`src/rtl/instr_seq_pkg.sv`:
```
// Shared types and helpers for the instruction sequencer.
// State encoding, the FSM state type and a width-parametrised rotate-left.
package instr_seq_pkg;

    localparam int MAX_HALF_W = 16;

    localparam logic [1:0] ENC_IDLE    = 2'b00;
    localparam logic [1:0] ENC_CAPTURE = 2'b01;
    localparam logic [1:0] ENC_PROCESS = 2'b10;
    localparam logic [1:0] ENC_EMIT    = 2'b11;

    typedef enum logic [1:0] {
        IDLE    = ENC_IDLE,
        CAPTURE = ENC_CAPTURE,
        PROCESS = ENC_PROCESS,
        EMIT    = ENC_EMIT
    } state_t;

    // Rotate the low w bits of v left by one; bits at and above w must be zero
    // on entry and are zero on return.
    function automatic logic [MAX_HALF_W-1:0] rotl1(input logic [MAX_HALF_W-1:0] v,
                                                    input int unsigned w);
        logic [MAX_HALF_W-1:0] mask;
        mask = MAX_HALF_W'((32'd1 << w) - 32'd1);
        return ((v << 1) | (v >> (w - 1))) & mask;
    endfunction

endpackage

```
`src/rtl/instr_seq_if.sv`:
```
// Instruction-in / result-out handshake bundle for instr_seq_fsm.
// master: the producer/consumer side; slave: the sequencer itself.
interface instr_seq_if #(
    parameter int HALF_W = 4
);
    logic                in_valid;
    logic                in_ready;
    logic [2*HALF_W-1:0] instr_i;
    logic                out_valid;
    logic                out_ready;
    logic [2*HALF_W-1:0] instr_o;
    logic                flag;

    modport master (
        output in_valid, instr_i, out_ready,
        input  in_ready, out_valid, instr_o, flag
    );

    modport slave (
        input  in_valid, instr_i, out_ready,
        output in_ready, out_valid, instr_o, flag
    );
endinterface

```
`src/rtl/instr_seq_datapath.sv`:
```
// Operand registers, mix/rotate logic and result formatting.
// Driven entirely by the load/mix/rot/emit strobes from the sequencer FSM.
module instr_seq_datapath
    import instr_seq_pkg::*;
#(
    parameter int HALF_W = 4
) (
    input  logic                clk,
    input  logic                rst_n,
    input  logic                load,
    input  logic                mix,
    input  logic                rot,
    input  logic                emit,
    input  logic [2*HALF_W-1:0] instr_i,
    output logic [2*HALF_W-1:0] instr_o,
    output logic                flag
);

    logic [HALF_W-1:0] a;
    logic [HALF_W-1:0] b;
    logic [HALF_W-1:0] c;
    logic [HALF_W-1:0] c_nxt;
    logic              mode;

    // Next value of the mix register; emit formats from this so the last rotate is included.
    always_comb begin
        c_nxt = c;
        if (mix) begin
            c_nxt = (a & b) ^ (a | b);
        end else if (rot) begin
            c_nxt = HALF_W'(rotl1(MAX_HALF_W'(c), HALF_W));
        end
    end

    // Operand capture and mix register.
    always_ff @(posedge clk or negedge rst_n) begin
        if (!rst_n) begin
            a    <= '0;
            b    <= '0;
            c    <= '0;
            mode <= 1'b0;
        end else begin
            if (load) begin
                a    <= instr_i[HALF_W-1:0];
                b    <= instr_i[2*HALF_W-1:HALF_W];
                mode <= instr_i[0];
            end
            c <= c_nxt;
        end
    end

    // Result register, loaded once on entry to EMIT and held afterwards.
    always_ff @(posedge clk or negedge rst_n) begin
        if (!rst_n) begin
            instr_o <= '0;
            flag    <= 1'b0;
        end else if (emit) begin
            instr_o <= mode ? {a, c_nxt} : {{HALF_W{1'b0}}, c_nxt};
            flag    <= c_nxt[0] ^ mode;
        end
    end

endmodule

```
`src/rtl/instr_seq_fsm.sv`:
```
// Instruction sequencer: accept, mix for HOLD_CYCLES cycles, emit result.
// Optional completion counter on done_cnt when INSTR_SEQ_PERF_CNT_EN is defined.
module instr_seq_fsm
    import instr_seq_pkg::*;
#(
    parameter int HALF_W      = 4,
    parameter int HOLD_CYCLES = 2,
    parameter int CNT_W       = 8
) (
    input  logic        clk,
    input  logic        rst_n,
    instr_seq_if.slave  bus,
    output logic        busy
`ifdef INSTR_SEQ_PERF_CNT_EN
    ,
    output logic [15:0] done_cnt
`endif
);

    state_t              state;
    state_t              state_n;
    logic [CNT_W-1:0]    cnt;
    logic [CNT_W-1:0]    cnt_n;
    logic                out_valid_q;
    logic                out_valid_n;
    logic                load;
    logic                mix;
    logic                rot;
    logic                emit;
    logic [2*HALF_W-1:0] instr_o_w;
    logic                flag_w;

    assign bus.in_ready  = (state == IDLE);
    assign bus.out_valid = out_valid_q;
    assign bus.instr_o   = instr_o_w;
    assign bus.flag      = flag_w;

    // State, counter and registered status outputs.
    always_ff @(posedge clk or negedge rst_n) begin
        if (!rst_n) begin
            state       <= IDLE;
            cnt         <= '0;
            out_valid_q <= 1'b0;
            busy        <= 1'b0;
        end else begin
            state       <= state_n;
            cnt         <= cnt_n;
            out_valid_q <= out_valid_n;
            busy        <= (state_n != IDLE);
        end
    end

    // Next-state, counter and datapath strobes.
    always_comb begin
        state_n     = state;
        cnt_n       = cnt;
        out_valid_n = out_valid_q;
        load        = 1'b0;
        mix         = 1'b0;
        rot         = 1'b0;
        emit        = 1'b0;
        case (state)
            IDLE: begin
                if (bus.in_valid) begin
                    load    = 1'b1;
                    state_n = CAPTURE;
                end
            end
            CAPTURE: begin
                mix   = 1'b1;
                cnt_n = CNT_W'(HOLD_CYCLES);
                if (HOLD_CYCLES > 0) begin
                    state_n = PROCESS;
                end else begin
                    emit        = 1'b1;
                    out_valid_n = 1'b1;
                    state_n     = EMIT;
                end
            end
            PROCESS: begin
                rot   = 1'b1;
                cnt_n = cnt - CNT_W'(1);
                // <= rather than == so a corrupted zero count cannot spin forever
                if (cnt <= CNT_W'(1)) begin
                    emit        = 1'b1;
                    out_valid_n = 1'b1;
                    state_n     = EMIT;
                end
            end
            EMIT: begin
                if (bus.out_ready) begin
                    out_valid_n = 1'b0;
                    state_n     = IDLE;
                end
            end
            default: begin
                out_valid_n = 1'b0;
                state_n     = IDLE;
            end
        endcase
    end

`ifdef INSTR_SEQ_PERF_CNT_EN
    // Count completed result handshakes, wrapping at 16 bits.
    always_ff @(posedge clk or negedge rst_n) begin
        if (!rst_n) begin
            done_cnt <= '0;
        end else if (out_valid_q && bus.out_ready) begin
            done_cnt <= done_cnt + 16'd1;
        end
    end
`endif

    instr_seq_datapath #(
        .HALF_W (HALF_W)
    ) u_dp (
        .clk     (clk),
        .rst_n   (rst_n),
        .load    (load),
        .mix     (mix),
        .rot     (rot),
        .emit    (emit),
        .instr_i (bus.instr_i),
        .instr_o (instr_o_w),
        .flag    (flag_w)
    );

endmodule
```
`src/flat_wrapper.sv`:
```
// flat-port wrapper written by rule: the top's interface ports become plain ports
module instr_seq_fsm_flat import instr_seq_pkg::*;
#(
    parameter int HALF_W      = 4,
    parameter int HOLD_CYCLES = 2,
    parameter int CNT_W       = 8
)
  (clk, rst_n, busy, bus_in_valid, bus_instr_i, bus_out_ready, bus_in_ready, bus_out_valid, bus_instr_o, bus_flag);
  instr_seq_if #(.HALF_W(HALF_W)) bus_i ();
  input  logic clk;
  input  logic rst_n;
  output logic busy;
  input wire logic [$bits(bus_i.in_valid)-1:0] bus_in_valid;
  input wire logic [$bits(bus_i.instr_i)-1:0] bus_instr_i;
  input wire logic [$bits(bus_i.out_ready)-1:0] bus_out_ready;
  output wire logic [$bits(bus_i.in_ready)-1:0] bus_in_ready;
  output wire logic [$bits(bus_i.out_valid)-1:0] bus_out_valid;
  output wire logic [$bits(bus_i.instr_o)-1:0] bus_instr_o;
  output wire logic [$bits(bus_i.flag)-1:0] bus_flag;
  assign bus_i.in_valid = bus_in_valid;
  assign bus_i.instr_i = bus_instr_i;
  assign bus_i.out_ready = bus_out_ready;
  assign bus_in_ready = bus_i.in_ready;
  assign bus_out_valid = bus_i.out_valid;
  assign bus_instr_o = bus_i.instr_o;
  assign bus_flag = bus_i.flag;
  instr_seq_fsm #(.HALF_W(HALF_W), .HOLD_CYCLES(HOLD_CYCLES), .CNT_W(CNT_W)) u_core (.clk(clk), .rst_n(rst_n), .bus(bus_i), .busy(busy));
endmodule
```
`config.mk`:
```
export PLATFORM = sky130hd
export DESIGN_NAME = instr_seq_fsm_flat
export DESIGN_NICKNAME = d
export VERILOG_FILES = /design/src/rtl/instr_seq_pkg.sv /design/src/rtl/instr_seq_if.sv /design/src/rtl/instr_seq_datapath.sv /design/src/rtl/instr_seq_fsm.sv /design/src/flat_wrapper.sv
export SDC_FILE = /design/constraint.sdc
export NUM_CORES = 1
export LEC_CHECK = 0
export ABC_AREA = 1
export BUFFER_PORTS_ARGS = -buffer_cell sky130_fd_sc_hd__buf_2
export CAP_MARGIN = 20
export CORE_MARGIN = 2
export CORE_UTILIZATION = 50
export DETAILED_ROUTE_END_ITERATION = 12
export PLACE_DENSITY_LB_ADDON = 0.1
export SYNTH_ARGS = -nofsm -noshare
export SYNTH_HDL_FRONTEND = slang
export SYNTH_SLANG_ARGS = --single-unit
```
`constraint.sdc`:
```
create_clock -name clk -period 2.95 [get_ports clk]
set_input_delay 0.1475 -clock clk [delete_from_list [all_inputs] [get_ports clk]]
set_output_delay 0.1475 -clock clk [all_outputs]
set_load 0.005 [all_outputs]
```
Yosys cells after proc, flatten, opt, wreduce, memory -nomap -nowiden
Cells that the tools add are included.
- add/sub/neg operators: 1
- multiply operators: 0
- div/mod/pow operators: 0
- $lt $le $gt $ge: 1
- eq/ne operators: 5
- shift operators: 0
- muxes and demuxes: 17
- bitwise operators: 5
- reductions and logical operators: 5
- operator list (cell ; count):
    8-bit case mux with 2 select lines ; 1
    8-bit by 1-bit <= comparator with 1-bit output (second input constant) ; 1
    1-bit 2-to-1 mux ; 8
    4-bit 2-to-1 mux ; 2
    8-bit 2-to-1 mux ; 1
    2-bit case mux with 4 select lines ; 1
    8-bit by 1-bit subtractor with 8-bit output (second input constant) ; 1
    2-bit 2-to-1 mux ; 3
    2-bit nonzero test ; 3
    4-bit AND ; 1
    2-bit == test (second input constant) ; 2
    4-bit by 1-bit OR with 4-bit output ; 1
    4-bit OR ; 1
    4-bit bitwise XOR ; 1
    3-bit AND reduction ; 1
    2-bit by 1-bit == test with 1-bit output (second input constant) ; 1
    2-bit logical NOT ; 1
    2-bit by 1-bit inequality test with 1-bit output (second input constant) ; 1
    2-bit inequality test (second input constant) ; 1
    1-bit case mux with 2 select lines ; 1
    1-bit bitwise XOR ; 1
- bits in registers: 34
- latch bits: 0
- bits in writable memories: 0
- memory bits (read-only): 0
- input port bits: 12
- output and inout bits: 12
- word-level logic and storage cells: 44
- memories: 0

Depth between registers and ports, before layout
Gate-level depths: netlist of run 1.
- depth in word-level cells: 5
- mapped depth: 11
- gate-level depth less buffers: 10

Cells and area by module
Synthesis of run 1 repeated with hierarchy kept, for this count alone.
- cells, all modules: 212
- area, all modules: 1637.8 µm²
- by module, submodules not included (module ; times used ; cells each ; area an instance (µm²) ; seq. area each (µm²)):
    instr_seq_datapath ; 1 ; 110 ; 917.1 ; 525.5
    instr_seq_fsm ; 1 ; 102 ; 720.7 ; 300.3

Worst setup path after synthesis of run 1
Ideal clock, no wire load.
- path type: register -> register
- from: reg u_core.state[0]
- to: reg u_core.cnt[7]
- arrival: 1.302 ns
- required time: 2.833 ns
- setup slack: 1.531 ns
- cell stages (with the launch flop): 9
- path buffers: 1
- cells stage by stage: dfrtp_1 > inv_1 > ha_1 > buf_2 > nand2_1 > nor2_2 > nand4_1 > nor2_1 > nor2_1
- word-level cells in the longest chain between the ends: 2
- ends and longest elaborated chain (what ; RTL line ; RTL):
    start: declaration ; instr_seq_fsm.sv:20 ; state_t state;
    start signal: assignment ; instr_seq_fsm.sv:46 ; state <= state_n;
    2-bit == test or 2-bit by 1-bit == test with 1-bit output (tied branches) ; instr_seq_fsm.sv:62 ; case (state)
    8-bit case mux with 2 select lines or 2-bit nonzero test (tied branches) ; n/a ;
    end signal: assignment ; instr_seq_fsm.sv:47 ; cnt <= cnt_n;
    end: declaration ; instr_seq_fsm.sv:22 ; logic [CNT_W-1:0] cnt;
Parallel ways exist; a longest one is shown, timed or not.
A chain may end at the register's enable or synchronous reset.

Final worst setup path of run 1
- from: reg u_core.state[0]
- to: reg u_core.busy
- word-level cells in the longest chain between the ends: 3
- ends and longest elaborated chain (what ; RTL line ; RTL):
    2-bit == test, or another cell as far along ; instr_seq_fsm.sv:62 ;
    2-bit case mux with 4 select lines (*) ; instr_seq_fsm.sv:62 ;
    2-bit nonzero test (*) ; instr_seq_fsm.sv:49 ; busy <= (state_n != IDLE);
    end signal: assignment ; instr_seq_fsm.sv:49 ;
    end: declaration ; instr_seq_fsm.sv:13 ; output logic busy
Mark *: on every way between the ends. The rest lies on a longest branch, timed or not.

==> impl_results.md, run 1 <==
- Die area: 3672 um2
- Sequential share of power: 0.401
- First-pass GRT wire length: 5.043 mm
- H-Tree Depth: 2
- Share of cells above drive strength 1: 0.1802
- Gate power share: 0.415
- Synthesis Warnings: 0
- Non-Filler Instances: 266
- Slew Limit Fails: 0
- Remaining antenna violation count: 0
- Clk pwr share: 0.185
- Net total in the final layout: 239
- Initial antenna violation count: 0
- PD cells: 1020 nW/um2
- Maximum clock frequency: 611.5 MHz
- Total iterations of the first detailed-routing run: 4
- Routed WL: 2.761 mm
- Rows: 20
- Post-synth top area cell: dfrtp_1
- FFs w/ async S/R, synth: 1.000
- Critical Path Max Stage Delay: 0.44 ns
- GRT Resource Usage Total: 0.1857
- Cell Area, Synth: 1602 um2
- Fin crit share: 0.5543
- Dpl cells: 257
- WS Path Type: flop to flop
- Hold WC Path Type: input pin to flop
- Fillers: 293
- Area grow syn2layout: 14.77%
- Worst vdd ir: 0.5076 mV
- Multi-input logic area: 638.1 um2
- Die X: 60.60 um
- CP required: 3.15 ns
- Syn Inst Count: 194
- CP startpoint kind: flop
- Crit path max-delay cell type: dfrtp_1
- Setup bufs post-CTS: 0
- Area share of the largest cell type after synthesis: 0.5156
- Gr ovfl total: 0
- Yosys cell types: 25
- Placed wire-length estimate: 2.087 mm
- Initial Util: 0.5246
- Placer Congestion: 0.8651
- Sw Pwr: 0.0007332 W
- Max cap viols: 0
- EDFF count, synth: 0
- ANT cells: 0
- TritonCTS clock tree: done
- Die H: 60.60 um
- Cts bufs inserted: 5
- Setup TNS: 0 ns
- Status: complete, no violations
- Reg2Reg Setup Slack: 1.31 ns
- FF/Latch Area: 825.8 um2
- Clock Path Buffers: 2
- Net count after synthesis: 212
- Root buffer cell: clkbuf_4
- Crit path DAT: 1.84 ns
- Count leader, synth: nand2_1
- Core area: 3053 um2
- Vias in the first global route: 1188
- Mean Syn Cell Area: 8.255 um2
- Slew @ Worst Pin: 0.7055 ns
- Port-buffer cells: 23
- Clock Sinks: 33
- DRT iter0 DRCs: 55
- Clk_lat worst skew: 0.32 ns
- Top cells by area, synth: dfrtp_1, nand2_1, inv_1
- Leak pwr: 1.041 nW
- IO Count: 24
- Flops & latches, synth: 33
- Avg WL per Cell: 10.38 um
- Rel. slew slack: 0.5297
- Crit path capture type: flop
- Min Tclk post-route: 1.635 ns
- Ys flop type: dfrtp_1
- Via count: 1245
- CTS clk-pin slew, worst paths: 0.10 ns
- Vias/cell: 4.680
- RSZ-0062 raised after global routing: false
- Sw Ratio: 0.3910
- Post-synthesis sequential area ratio: 0.5156
- Largest fanout on the critical path: 17
- Final hold violations: 0
- Clock skew: 0.002840 ns
- Largest net degree at the start of global routing: 34
- Final Setup Violations: 0
- Internal Power: 0.001142 W
- Sequence of cells on the critical path: inv_1 -> ha_1 -> nand2_1 -> a31oi_1 -> nand3_1
- DRC viols: 0
- Synth cell count leaders: nand2_1, dfrtp_1, inv_1, nor2_1, a21oi_1
-- sequential cells by signal, summed over array words and instances (netlist names) --
name	count
u_core.u_dp.b	4
u_core.u_dp.flag	1
u_core.bus.out_valid	1
u_core.state	2
u_core.cnt	8
u_core.u_dp.instr_o	8
u_core.busy	1
u_core.u_dp.a	4
u_core.u_dp.c	4
-- metal layers --
metal | vias up | track usage | wire [um]
met4 | 0 | 0.06522 | 25
met5 | - | 0 | 0
met1 | 568 | 0.2398 | 1331
met3 | 2 | 0.05757 | 112
met2 | 25 | 0.2965 | 1291
li1 | 650 | - | -
-- cell usage in the layout (no fill, tap or decap), types with 2 or more instances in the layout --
cell and count:
xor2_1 3, nand2_1 50, o21ai_0 10, nand3_1 7, nor2_1 25, clkbuf_4 5, inv_1 27, inv_2 2
nor2_2 3, o21ai_1 2, a21oi_1 11, buf_2 23, ha_1 6, dfrtp_1 33, a31oi_1 2
-- power by group through the flow --
stage	Combinational [W]	Clock [W]	Sequential, W
final	0.000777	0.000346	0.000751
after global routing	0.000922	0.000383	0.000781
after CTS	0.000789	0.000357	0.000753
after detailed placement	0.000784	0	0.000761
after global placement	0.000772	0	0.000755
after floorplan	0.000582	0	0.000747
-- what timing repair did --
| action | in CTS | in global routing |
|---|---|---|
| hold buffers | 1 | 0 |
| endpoints found under the hold margin | 33 | 0 |
| gates resized for setup | 0 | 0 |
-- logic make-up after synthesis --
group           after synthesis  synth area share
fa+ha+maj                     6           0.04687
xor+xnor                      4           0.02188
simple gates                 92            0.2445
flops                        33            0.5156
compound gates               26           0.08516
buf+inv                      33           0.08594
-- layout make-up --
cell class,count,area share
sequential,33,0.4493
multi-input combinational,128,0.3472
timing repair buffer,24,0.06807
inverter,29,0.05922
clock buffer,7,0.02995
tap,44,0.02995
clock inverter,1,0.01634
-- path summary, 6_finish.rpt --
check                                               to  cells after the start              startpoint
worst max-delay path                       u_core.busy                      5         u_core.state[0]
worst min-delay path                  u_core.u_dp.a[3]                      3          bus_instr_i[3]
worst max register to register             u_core.busy                      5         u_core.state[0]
worst min register to register  u_core.u_dp.instr_o[2]                      2  u_core.u_dp.instr_o[2]
max in group asynchronous             u_core.u_dp.b[3]                      2                   rst_n
min in group asynchronous                u_core.cnt[2]                      2                   rst_n
-- worst max-delay path: cells and delay by family, from the launching register on --
kind	cells	cell delay, ns
AND/OR/NAND/NOR	2	0.43
AO/OA/AOI/OAI	1	0.33
buffers and inverters	1	0.10
adder cells (fa/ha/maj)	1	0.22
flip-flops	1	0.44
-- stage by stage --
stage	hold WS, ns	instance area (um2)	util	worst slack, ns	power [W]
2_1_floorplan	-0.1481	1602	-	1.531	0.001330
3_3_place_gp	0.2366	1743	0.5709	1.377	0.001526
3_5_place_dp	0.2423	1743	0.5709	1.327	0.001545
4_1_cts	0.05702	1838	0.6020	1.310	0.001899
5_1_grt	0.06671	1838	0.6020	1.098	0.002085
6_report	0.07065	1838	0.6020	1.315	0.001875
(Power assumes the default switching activity.)
==> run 2: changes to the inputs <==
==> constraint.sdc (replaced) <==
create_clock -name clk -period 1.3 [get_ports clk]
set_input_delay 0.065 -clock clk [delete_from_list [all_inputs] [get_ports clk]]
set_output_delay 0.065 -clock clk [all_outputs]
set_load 0.005 [all_outputs]
==> run 2 against run 1 <==
The flow now finishes with violations (negative setup slack). Sequential share of layout area decreased by 8.2 points. Critical path type unchanged. Largest power group unchanged. Utilization grew 13 points. Count of clock-buffer cells in the layout is 1 lower.
==> impl_results.md, run 2 (same netlist as run 1, synthesis figures left out) <==
- CP required: 1.57 ns
- Cts bufs inserted: 5
- ANT cells: 0
- Crit path DAT: 1.66 ns
- Port-buffer cells: 23
- Clock skew: 0.002865 ns
- Commonest non-fill, non-tap cell in the layout: nand2_1
- Vias in the first global route: 1353
- Hold WC Path Type: input pin to flop
- Avg WL per Cell: 11.99 um
- TritonCTS clock tree: done
- Leak pwr: 1.210 nW
- Sequence of cells on the critical path: inv_2 -> ha_4 -> nand3_2 -> nor2_4 -> nand2_4 -> buf_4 -> o21ai_2
- Critical Path Max Stage Delay: 0.42 ns
- Fillers: 244
- Largest net degree at the start of global routing: 20
- Gr ovfl total: 0
- Min Tclk post-route: 1.398 ns
- Multi-input logic area: 792.0 um2
- Final Util: 0.7357
- Final hold violations: 0
- FF/Latch Area: 825.8 um2
- Placed wire-length estimate: 2.262 mm
- Clk_lat worst skew: 0.33 ns
- Fin crit share: 1.075
- Worst vdd ir: 1.186 mV
- Post-route cell area: 2246 um2
- Largest fanout on the critical path: 8
- Clock Sinks: 33
- Vias/cell: 4.711
- Die area: 3672 um2
- Area after DPL: 1886 um2
- First-pass GRT wire length: 5.858 mm
- Maximum clock frequency: 715.3 MHz
- Clock Path Buffers: 2
- Routed WL: 3.573 mm
- Final worst slack: -0.09797 ns
- Violated checks: negative setup slack
- CP startpoint kind: flop
- Die H: 60.60 um
- Dpl cells: 271
- Slew @ Worst Pin: 0.3922 ns
- PD cells: 2286 nW/um2
- Final Setup Violations: 17
- Root buffer cell: clkbuf_4
- Placer Congestion: 0.8012
- Net total in the final layout: 271
- Total Power: 0.005135 W
- Most frequent cells in the layout: nand2_1, dfrtp_1, inv_1, buf_2, nor2_1
- GRT Resource Usage Total: 0.2123
- Slew Limit Fails: 0
- Initial antenna violation count: 0
- Rows: 20
- Status: finished with violations
- Via count: 1404
- Area grow syn2layout: 40.23%
- H-Tree Depth: 2
- Die X: 60.60 um
- Crit path max-delay cell type: dfrtp_1
- Crit path capture type: flop
- RSZ-0062 raised after global routing: true
- Largest regs: u_core.cnt: 8 flops, u_core.u_dp.instr_o: 8 flops
- WS Path Type: flop to flop
- Remaining antenna violation count: 0
- DRT iter0 DRCs: 73
- DRC viols: 0
- IO Count: 24
- Non-Filler Instances: 298
- CTS clk-pin slew, worst paths: 0.10 ns
- Share of cells above drive strength 1: 0.3661
- Total iterations of the first detailed-routing run: 4
- Rel. slew slack: 0.7385
- Max cap viols: 0
- Core area: 3053 um2
- Initial Util: 0.5246
-- run 2: path summary, 6_finish.rpt --
path	endpoint	slack (ns)	depth (start not counted)	start
worst max-delay path	u_core.u_dp.instr_o[4]	-0.1	7	u_core.state[0]
worst max register to register	u_core.u_dp.instr_o[4]	-0.1	7	u_core.state[0]
worst min register to register	u_core.u_dp.instr_o[2]	0.47	2	u_core.u_dp.instr_o[2]
worst min-delay path	u_core.state[0]	0.05	3	bus_in_valid
min in group asynchronous	u_core.cnt[4]	0.18	2	rst_n
max in group asynchronous	u_core.cnt[5]	0.70	3	rst_n
-- run 2: cell type report --
class                           count  share of cell area
Multi-Input combinational cell    129              0.3526
Timing Repair Buffer               55              0.1805
Tap cell                           44             0.02451
Clock inverter                      2            0.004457
Sequential cell                    33              0.3677
Inverter                           29             0.05181
Clock buffer                        6             0.01838
-- run 2: metrics by stage --
stage	setup TNS, ns	hold WS (ns)	worst slack [ns]
2_1_floorplan	-0.5884	-0.2306	-0.06413
3_3_place_gp	-0.6803	0.007129	-0.1144
3_5_place_dp	-1.312	0.01561	-0.1222
4_1_cts	-0.4906	0.03885	-0.05996
5_1_grt	-2.443	0.04916	-0.2029
6_report	-0.9263	0.04952	-0.09797
-- run 2: report_power, final --
part	internal, W	total (W)	leakage (nW)	switching [W]
registers	0.00146	0.00172	0.405	0.000264
clock network	0.000206	0.000550	0.0320	0.000344
logic	0.00131	0.00286	0.773	0.00155
total	0.00298	0.00513	1.21	0.00216
-- run 2: per-layer routing --
layer / track usage / vias up / routed length, um
met5: 0 / - / 0
met3: 0.04478 / 2 / 133
met4: 0.06522 / 0 / 8
met1: 0.2838 / 655 / 1661
met2: 0.3472 / 30 / 1771
li1: - / 717 / -
-- run 2: repair_timing --
item / in CTS / in global routing
pin swaps: 4 / 4
hold buffers: 9 / 0
gates resized for setup: 15 / 32
setup endpoints to repair: 20 / 21
gates cloned: 1 / 1
hold endpoints to repair: 41 / 0
setup buffers: 4 / 4
-- run 2: worst max-delay path, delay by kind of cell, from the launching register on --
family | cells | cell delay, ns
flops | 1 | 0.42
simple gates | 3 | 0.37
buf+inv | 2 | 0.27
fa+ha+maj | 1 | 0.19
compound gates | 1 | 0.09
